`src/rtl/dvfs_transition_sequencer.sv`:
```
// ---------------------------------------------------------------------------
// dvfs_transition_sequencer
//
// Puts one operating-point change from the power manager onto the regulator
// and PLL controls in a safe order:
//   - On an upscale, the voltage is raised first and allowed to settle.
//     The frequency is raised only after that.
//   - Otherwise, the frequency is lowered first. The voltage is lowered last.
// Downstream clocks are held while the PLL relocks. An unresponsive regulator
// or PLL is abandoned after HS_TIMEOUT cycles.
//
// Ports:
//   clk, reset_n          clock, asynchronous active-low reset
//   req_valid/req_ready   request handshake (accepted only in IDLE)
//   req_volt/req_freq     requested voltage / frequency level codes
//   vreg_req/vreg_volt    regulator change request (level) and target level
//   vreg_ack              regulator reached vreg_volt
//   pll_req/pll_freq      one-cycle PLL retarget pulse and target level
//   pll_lock              PLL lock indicator
//   clk_hold              hold downstream PE clocks during relock
//   cur_volt/cur_freq     committed operating point
//   busy                  transition in progress
//   done                  one-cycle completion pulse
//   err/err_code          one-cycle error pulse
//                         code 1 = illegal point, 2 = PLL timeout,
//                         code 3 = regulator timeout
// ---------------------------------------------------------------------------
module dvfs_transition_sequencer #(
    parameter int LVL_W          = 3,
    parameter int VSETTLE_CYCLES = 16,
    parameter int HS_TIMEOUT     = 255,
    parameter int RESET_VOLT     = 1,
    parameter int RESET_FREQ     = 1
) (
    input  logic             clk,
    input  logic             reset_n,
    input  logic             req_valid,
    output logic             req_ready,
    input  logic [LVL_W-1:0] req_volt,
    input  logic [LVL_W-1:0] req_freq,
    output logic             vreg_req,
    output logic [LVL_W-1:0] vreg_volt,
    input  logic             vreg_ack,
    output logic             pll_req,
    output logic [LVL_W-1:0] pll_freq,
    input  logic             pll_lock,
    output logic             clk_hold,
    output logic [LVL_W-1:0] cur_volt,
    output logic [LVL_W-1:0] cur_freq,
    output logic             busy,
    output logic             done,
    output logic             err,
    output logic [1:0]       err_code
);

    typedef enum logic [2:0] {
        IDLE     = 3'd0,
        V_CHG    = 3'd1,
        V_SETTLE = 3'd2,
        F_CHG    = 3'd3,
        F_WAITLO = 3'd4,
        F_WAITHI = 3'd5,
        DONE     = 3'd6,
        ERR      = 3'd7
    } state_t;

    localparam logic [LVL_W-1:0] RST_VOLT     = LVL_W'(RESET_VOLT);
    localparam logic [LVL_W-1:0] RST_FREQ     = LVL_W'(RESET_FREQ);
    localparam logic [7:0]       SETTLE_LOAD  = 8'(VSETTLE_CYCLES);
    localparam logic [7:0]       TIMEOUT_LOAD = 8'(HS_TIMEOUT);
    localparam logic [1:0]       ERR_ILLEGAL  = 2'd1;
    localparam logic [1:0]       ERR_PLL      = 2'd2;
    localparam logic [1:0]       ERR_VREG     = 2'd3;

    state_t           state_r;
    logic             req_ready_r;
    logic             vreg_req_r;
    logic [LVL_W-1:0] vreg_volt_r;
    logic             pll_req_r;
    logic [LVL_W-1:0] pll_freq_r;
    logic             clk_hold_r;
    logic [LVL_W-1:0] cur_volt_r;
    logic [LVL_W-1:0] cur_freq_r;
    logic             busy_r;
    logic             done_r;
    logic             err_r;
    logic [1:0]       err_code_r;
    logic [LVL_W-1:0] tgt_volt_r;
    logic [LVL_W-1:0] tgt_freq_r;
    // Shared by the settle delay and every handshake timeout.
    logic [7:0]       cnt_r;

    // Transition FSM; every output is registered here.
    always_ff @(posedge clk or negedge reset_n) begin
        if (!reset_n) begin
            state_r     <= IDLE;
            req_ready_r <= 1'b1;
            vreg_req_r  <= 1'b0;
            vreg_volt_r <= RST_VOLT;
            pll_req_r   <= 1'b0;
            pll_freq_r  <= RST_FREQ;
            clk_hold_r  <= 1'b0;
            cur_volt_r  <= RST_VOLT;
            cur_freq_r  <= RST_FREQ;
            busy_r      <= 1'b0;
            done_r      <= 1'b0;
            err_r       <= 1'b0;
            err_code_r  <= 2'd0;
            tgt_volt_r  <= RST_VOLT;
            tgt_freq_r  <= RST_FREQ;
            cnt_r       <= 8'd0;
        end else begin
            // Pulse outputs last a single cycle unless a branch below re-arms them.
            pll_req_r  <= 1'b0;
            done_r     <= 1'b0;
            err_r      <= 1'b0;
            err_code_r <= 2'd0;

            case (state_r)
                IDLE: begin
                    if (req_valid && req_ready_r) begin
                        if (req_freq > req_volt) begin
                            // Rejected in place: the state does not change and no control output moves.
                            err_r      <= 1'b1;
                            err_code_r <= ERR_ILLEGAL;
                        end else begin
                            tgt_volt_r  <= req_volt;
                            tgt_freq_r  <= req_freq;
                            req_ready_r <= 1'b0;
                            if (req_volt > cur_volt_r) begin
                                // Upscale: raise the voltage before touching the PLL.
                                state_r     <= V_CHG;
                                vreg_req_r  <= 1'b1;
                                vreg_volt_r <= req_volt;
                                cnt_r       <= TIMEOUT_LOAD;
                                busy_r      <= 1'b1;
                            end else if (req_freq != cur_freq_r) begin
                                // Frequency moves first when the voltage is not rising.
                                state_r    <= F_CHG;
                                pll_req_r  <= 1'b1;
                                pll_freq_r <= req_freq;
                                clk_hold_r <= 1'b1;
                                busy_r     <= 1'b1;
                            end else if (req_volt < cur_volt_r) begin
                                state_r     <= V_CHG;
                                vreg_req_r  <= 1'b1;
                                vreg_volt_r <= req_volt;
                                cnt_r       <= TIMEOUT_LOAD;
                                busy_r      <= 1'b1;
                            end else begin
                                state_r <= DONE;
                                done_r  <= 1'b1;
                                busy_r  <= 1'b0;
                            end
                        end
                    end
                end

                V_CHG: begin
                    if (vreg_ack) begin
                        vreg_req_r <= 1'b0;
                        cur_volt_r <= tgt_volt_r;
                        state_r    <= V_SETTLE;
                        cnt_r      <= SETTLE_LOAD;
                    end else if (cnt_r == 8'd1) begin
                        // The regulator never answered. Drop the request and point it back at the committed level.
                        vreg_req_r  <= 1'b0;
                        vreg_volt_r <= cur_volt_r;
                        state_r     <= ERR;
                        err_r       <= 1'b1;
                        err_code_r  <= ERR_VREG;
                        busy_r      <= 1'b0;
                    end else begin
                        cnt_r <= cnt_r - 8'd1;
                    end
                end

                V_SETTLE: begin
                    if (cnt_r == 8'd1) begin
                        // A frequency step can still be pending only on the upscale path.
                        if (tgt_freq_r != cur_freq_r) begin
                            state_r    <= F_CHG;
                            pll_req_r  <= 1'b1;
                            pll_freq_r <= tgt_freq_r;
                            clk_hold_r <= 1'b1;
                        end else begin
                            state_r <= DONE;
                            done_r  <= 1'b1;
                            busy_r  <= 1'b0;
                        end
                    end else begin
                        cnt_r <= cnt_r - 8'd1;
                    end
                end

                F_CHG: begin
                    // The timeout spans both lock phases, so the counter is loaded once, here.
                    state_r <= F_WAITLO;
                    cnt_r   <= TIMEOUT_LOAD;
                end

                F_WAITLO: begin
                    // A lock that is still high belongs to the old frequency, so wait for it to drop first.
                    if (cnt_r == 8'd1) begin
                        state_r    <= ERR;
                        pll_freq_r <= cur_freq_r;
                        clk_hold_r <= 1'b0;
                        err_r      <= 1'b1;
                        err_code_r <= ERR_PLL;
                        busy_r     <= 1'b0;
                    end else begin
                        cnt_r <= cnt_r - 8'd1;
                        if (!pll_lock) begin
                            state_r <= F_WAITHI;
                        end
                    end
                end

                F_WAITHI: begin
                    if (pll_lock) begin
                        cur_freq_r <= tgt_freq_r;
                        clk_hold_r <= 1'b0;
                        if (tgt_volt_r < cur_volt_r) begin
                            state_r     <= V_CHG;
                            vreg_req_r  <= 1'b1;
                            vreg_volt_r <= tgt_volt_r;
                            cnt_r       <= TIMEOUT_LOAD;
                        end else begin
                            state_r <= DONE;
                            done_r  <= 1'b1;
                            busy_r  <= 1'b0;
                        end
                    end else if (cnt_r == 8'd1) begin
                        // Abandon the step. A pending voltage-down step is dropped. A voltage already raised stays raised.
                        state_r    <= ERR;
                        pll_freq_r <= cur_freq_r;
                        clk_hold_r <= 1'b0;
                        err_r      <= 1'b1;
                        err_code_r <= ERR_PLL;
                        busy_r     <= 1'b0;
                    end else begin
                        cnt_r <= cnt_r - 8'd1;
                    end
                end

                DONE: begin
                    state_r     <= IDLE;
                    req_ready_r <= 1'b1;
                    busy_r      <= 1'b0;
                end

                ERR: begin
                    state_r     <= IDLE;
                    req_ready_r <= 1'b1;
                    busy_r      <= 1'b0;
                end

                default: begin
                    // Unreachable encoding. Return to a quiet IDLE on the committed point.
                    state_r     <= IDLE;
                    req_ready_r <= 1'b1;
                    vreg_req_r  <= 1'b0;
                    vreg_volt_r <= cur_volt_r;
                    pll_freq_r  <= cur_freq_r;
                    clk_hold_r  <= 1'b0;
                    busy_r      <= 1'b0;
                end
            endcase
        end
    end

    assign req_ready = req_ready_r;
    assign vreg_req  = vreg_req_r;
    assign vreg_volt = vreg_volt_r;
    assign pll_req   = pll_req_r;
    assign pll_freq  = pll_freq_r;
    assign clk_hold  = clk_hold_r;
    assign cur_volt  = cur_volt_r;
    assign cur_freq  = cur_freq_r;
    assign busy      = busy_r;
    assign done      = done_r;
    assign err       = err_r;
    assign err_code  = err_code_r;

endmodule

```
`config.mk`:
```
export PLATFORM = sky130hd
export DESIGN_NAME = dvfs_transition_sequencer
export DESIGN_NICKNAME = d
export VERILOG_FILES = /design/src/rtl/dvfs_transition_sequencer.sv
export SDC_FILE = /design/constraint.sdc
export NUM_CORES = 1
export LEC_CHECK = 0
export BUFFER_PORTS_ARGS = -buffer_cell sky130_fd_sc_hd__clkbuf_2
export CORE_ASPECT_RATIO = 2
export CORE_MARGIN = 10
export CORE_UTILIZATION = 30
export CTS_BUF_LIST = sky130_fd_sc_hd__clkbuf_16
export DETAILED_ROUTE_END_ITERATION = 12
export MAX_ROUTING_LAYER = met4
export SLEW_MARGIN = 20
export SYNTH_ARGS = -nofsm -noshare
export SYNTH_HDL_FRONTEND = slang
export SYNTH_SLANG_ARGS = --single-unit
export TNS_END_PERCENT = 20
```
`constraint.sdc`:
```
create_clock -name clk -period 2.4 [get_ports clk]
set_input_delay 0.6 -clock clk [delete_from_list [all_inputs] [get_ports clk]]
set_output_delay 0.6 -clock clk [all_outputs]
set_load 0.1 [all_outputs]
```
==> flow_summary.toml, run 1 <==
[status]
status = "finished, final reports clean"

[floorplan]
start_util_pct = 30.3
rows = 47
die_h_um = 149
core_um2 = 8230
ios = 32
dieWidth_um = 84.5
dieArea_um2 = 12600

[drt]
avgRoutedWirePerCell_um = 17.5
wl_um = 7440
drt-initial-drc-count = 85
vias = 2228
ant_nets = 0
drt_pass1_iterations = 4
drc_errors = 0
viasPerCell = 5.23

[grt]
grt_pass1_wl_um = 11900
grt_pass1_vias = 2407
track_usage_pct = 12.1
antenna_found_initial = 0
overflow = 0
grt_max_degree = 30

[synthesis]
syn_area_um2 = 2500
synthArstFlopShare_pct = 100
synth_cell_type_count = 51
postSynthAreaPerCell_um2 = 9.22
synth_edf_count = 0
ys_ff_latch = 38
synth-main-ff-cell = "dfrtp_1"
netlist_instances = 271
synth_nets = 292
ys_seq_area_share_pct = 38.4
ys_warn_count = 0

[cells_and_area]
seq_area_um2 = 973
num_antenna_cells = 0
multi_input_area_um2 = 1440
drive_gt1_share_pct = 32.9
final_nets = 348
area_delta_synth_final_pct = 24.1
nFillCells = 854

[power]
finalPower_mw = 5.05
power_density_nw_per_um2 = 1630
p_leak_nw = 1.45
ir_drop_uv = 748

[setup_path]
reg2reg_from = "cur_volt[2]"
crit_fanout = 3
required_ps = 2570
rrSetupSlack_ps = 100
worstReg2RegEnd = "pll_freq[1]"
reg2reg_depth = 8
critPathArrivalTime_ps = 2470
critPathLaunchType = "flip-flop"
setup.worst_path.class = "reg -> reg"
worstSetupEndpointType = "flip-flop"

[clocking]
clk_latency_ps = 280
clock_path_buffers = 2
clock_sinks = 38
ctsRootBufferMaster = "clkbuf_16"
htree_levels = 2
cts_setup_buffers = 0
cts_tree = "yes"
numCtsBuffers = 5
clk_pin_slew_worst_paths_ps = 60

[timing]
hold_violations = 0
rsz0062_at_grt = "no"
fin_crit_sh_pct = 95.8
finClkSkew_ps = 5.37
setup_viol = 0
maxSlewViolCount = 0
period_minus_slack_ps = 2300
maxSlewHeadroom_pct = 49.6
max_clock_freq_mhz = 435
timing.hold.ws_ps = 374
worstMarginPinSlew_ps = 756

[placed_design]
port-buffer-count = 31
place_congestion = 0.969
hpwlAfterDp_um = 6020

[min_path]
hold_path.class = "in -> async"

[flow_run]
maxCapViolCount = 0
Yosys cell counts, types with 5 or more instances:
cell,n,area (µm²)
xor2_1,7,61.3
mux2_2,14,158
a21oi_1,14,70.1
ha_1,10,125
inv_1,12,45.0
dfstp_2,7,184
nor3_1,10,50.1
nor2_1,17,63.8
dfrtp_1,31,776
mux2i_1,7,70.1
o21ai_0,26,130
nand3_1,5,25.0
clkbuf_1,5,18.8
nand2b_1,7,43.8
nand2_1,35,131
area by class of cell:
type / count / area share, %
repair buffers: 62 / 12.5
well taps: 98 / 3.95
inverters: 12 / 1.45
flip-flops and latches: 38 / 31.4
clock inverters: 3 / 0.403
clock buffers: 5 / 4.03
multi-input cells: 208 / 46.3
registers in the layout, summed over array words and instances, names as in the netlist, 2 cells and up:
signal and flops:
state_r 3, tgt_freq_r 3, tgt_volt_r 3, vreg_volt 3
cur_volt 3, err_code 2, cnt_r 8, cur_freq 3
pll_freq 3
through the flow:
step / instance area, µm² / cells / TNS [ps] / utilization (%) / setup slack [ps]
global placement: 2960 / 418 / -1680 / 35.9 / -154
detailed placement: 2960 / 418 / -2490 / 35.9 / -214
floorplan: 2520 / 271 / -3.29 / - / -3.29
global route: 3100 / 426 / 0 / 37.7 / 21.4
finish: 3100 / 426 / 0 / 37.7 / 102
CTS: 3100 / 426 / 0 / 37.6 / 62.5
kinds of logic after synthesis:
| family | count (synthesis) | synth area share (%) |
|---|---|---|
| mux | 22 | 9.71 |
| xor+xnor | 9 | 3.15 |
| flops | 38 | 38.4 |
| compound gates | 73 | 19.8 |
| simple gates | 94 | 19.4 |
| buf+inv | 25 | 4.56 |
| fa+ha+maj | 10 | 5.01 |
routing by layer:
layer | share of wire [%] | routed length (µm) | track usage [%] | vias up
met5 | 0 | 0 | - | -
met4 | 3.3 | 246 | 6.79 | 0
met3 | 1.8 | 136 | 1.75 | 20
met2 | 60 | 4440 | 24.1 | 41
met1 | 35 | 2620 | 9.95 | 1087
li1 | - | - | - | 1080
report_power, final:
part           internal [mW]  switching (mW)
clock                  0.376           0.258
combinational           1.10            2.03
sequential             0.969           0.317
worst max-delay path by stage:
stage | end | slack, ps | cells after the start | start
floorplan | cnt_r[7] | -3 | 7 | cur_volt[0]
global placement | busy | -150 | 8 | req_volt[1]
detailed placement | pll_freq[2] | -210 | 8 | req_volt[1]
CTS | vreg_volt[1] | 60 | 9 | cur_volt[2]
global route | busy | 20 | 8 | req_volt[2]
finish | pll_freq[1] | 100 | 8 | cur_volt[2]
critical path, cell delays in order, from the launching register on:
cell,delay (ps)
dfrtp_4,480
inv_1,100
ha_1,250
a21oi_1,140
o21ai_1,100
a21oi_1,170
a21oi_1,150
a2111oi_4,420
mux2_2,370
timing repair:
action / 4_1_cts / 5_1_grt
resized for setup: 0 / 3
hold buffers: 0 / 0
endpoints found under the setup margin: 0 / 7
cells in the final DEF (no fill, tap or decap), drive strengths merged, types with 3 or more instances in the layout:
cell type | Yosys | routed
mux2i | 7 | 7
and2 | 5 | 5
o21a | 4 | 4
nor2 | 17 | 17
o211ai | 3 | 3
nand3 | 5 | 5
inv | 12 | 13
ha | 10 | 10
a21oi | 14 | 14
nand4 | 3 | 3
dfrtp | 31 | 31
o211a | 3 | 3
nand2 | 35 | 35
a211oi | 3 | 3
o31ai | 4 | 4
o21ai | 26 | 26
clkbuf | 5 | 36
a21o | 3 | 3
dfstp | 7 | 7
mux2 | 15 | 15
xor2 | 7 | 7
nor3 | 11 | 11
nand2b | 7 | 7
buf | 8 | 31
No activity file was read; power rests on OpenSTA's default activity.
==> run 2, diff against run 1 <==
Settings changed: BUFFER_PORTS_ARGS -buffer_cell sky130_fd_sc_hd__clkbuf_2 to -buffer_cell sky130_fd_sc_hd__buf_2, SLEW_MARGIN 20 to 0.
==> run 2 against run 1 <==
Worst hold slack improved by 8.3 ps. Via count decreased by 1.8%. Critical endpoint is now pll_freq[0]. Final area shrank 0.60%. Global-route usage increased by 0.071 points. Utilization shrank 0.23 points. Die area is the same. Critical path type unchanged. Non-clock buffer count decreased by 5. First-iteration DRC count grew 21%. Register-to-register slack hardly changed.
==> flow_summary.toml, run 2 (synthesis gave the netlist of run 1 again) <==
[floorplan]
die_h_um = 149
start_util_pct = 30.3
ios = 32
rows = 47
dieArea_um2 = 12600
dieWidth_um = 84.5
core_um2 = 8230

[cells_and_area]
num_antenna_cells = 0
seq_area_um2 = 973
mostFrequentLayoutCells = "nand2_1 (35), buf_2 (31), dfrtp_1 (27)"
nFillCells = 876
area_delta_synth_final_pct = 23.4
final_nets = 343
drive_gt1_share_pct = 33.4
top_register = "cnt_r"
largest_reg_flops = 8
multi_input_area_um2 = 1450
layout_commonest_cell = "nand2_1"

[clocking]
clock_sinks = 38
cts_tree = "yes"
htree_levels = 2
clock_path_buffers = 2
clk_pin_slew_worst_paths_ps = 60
cts_setup_buffers = 0
ctsRootBufferMaster = "clkbuf_16"
numCtsBuffers = 5
clk_latency_ps = 290

[grt]
use_met1_pct = 10.3
overflow = 0
antenna_found_initial = 0
grt_max_degree = 34
grt_pass1_vias = 2358
met2_usage_pct = 23.7
track_usage_pct = 12.1
grt_pass1_wl_um = 12000
use_met3_pct = 1.75
busiest_layer = "met2"

[status]
status = "finished, final reports clean"

[timing]
setup_viol = 0
maxSlewHeadroom_pct = 49.8
maxSlewViolCount = 0
period_minus_slack_ps = 2300
hold_violations = 0
rsz0062_at_grt = "no"
fin_crit_sh_pct = 95.9
worstMarginPinSlew_ps = 753
max_clock_freq_mhz = 434
finClkSkew_ps = 5.06
timing.hold.ws_ps = 382

[setup_path]
reg2reg_depth = 8
max_stage_delay_ps = 490
crit_chain = "inv_2 > ha_1 > a21oi_1 > o21ai_1 > a21oi_2 > a21oi_2 > a2111oi_4 > mux2_2"
setup.worst_path.class = "reg -> reg"
required_ps = 2610
path_common_cell = "a21oi_2"
critPathLaunchType = "flip-flop"
critPathArrivalTime_ps = 2520
crit_fanout = 3
slowest_stage = "dfrtp_4"
worstSetupEndpointType = "flip-flop"

[min_path]
hold_path.class = "in -> async"

[drt]
ant_nets = 0
drt_pass1_iterations = 4
viasPerCell = 5.19
drt-initial-drc-count = 103
wl_um = 7300
avgRoutedWirePerCell_um = 17.3
vias = 2187
drc_errors = 0

[flow_run]
maxCapViolCount = 0

[placed_design]
hpwlAfterDp_um = 5870
port-buffer-count = 31
place_congestion = 0.932
==> run 2: cell types whose count changed in the layout (fill, tap and decap cells not counted), sizes merged <==
cell    previous run  this run
clkbuf            36         5
buf               31        57
==> run 2: final timing paths <==
kind / from / end / slack [ps]
hold / removal: reset_n / tgt_volt_r[1] / 380
max in group asynchronous: reset_n / cnt_r[0] / 1430
hold reg to reg: tgt_freq_r[0] / cur_freq[0] / 490
min in group clk: tgt_freq_r[0] / cur_freq[0] / 490
setup / recovery: cur_volt[2] / pll_freq[0] / 100
setup reg to reg: cur_volt[2] / pll_freq[0] / 100
==> run 2: metal layers <==
metal | up-vias | routed length [µm]
li1 | 1070 | -
met1 | 1049 | 2500
met2 | 48 | 4290
met3 | 20 | 165
met4 | 0 | 344
met5 | - | 0
==> run 2: worst max-delay path: cells and delay by family, from the launching register on <==
kind            cells  cell delay, ps
fa+ha+maj           1             250
mux                 1             390
flops               1             490
buf+inv             1              70
compound gates      5            1040
==> run 2: stage by stage <==
stage	cells	util (%)	setup slack, ps	cell area (µm²)	setup TNS (ps)
detailed placement	413	35.5	-242	2920	-2510
floorplan	271	-	-3.29	2520	-3.29
global route	421	37.4	7.79	3080	0
global placement	413	35.5	-169	2920	-1850
CTS	421	37.2	42.6	3060	0
finish	421	37.4	97.6	3080	0
==> run 2: final cells by class <==
| cell class | count | share of cell area (%) |
|---|---|---|
| multi-input combinational | 208 | 47.1 |
| sequential | 38 | 31.6 |
| timing repair buffer | 57 | 11.4 |
| clock buffer | 5 | 4.06 |
| tap | 98 | 3.98 |
| inverter | 12 | 1.46 |
| clock inverter | 3 | 0.446 |
==> run 2: timing repair <==
item,CTS,global route
resized for setup,1,9
pin swaps,0,2
setup endpoints to repair,1,10
cloned,0,0
hold buffers,0,0
Power of run 2 is left out: the tool's default activity adds up to more than one toggle a clock period on the data nets, which glitch-free logic cannot reach.
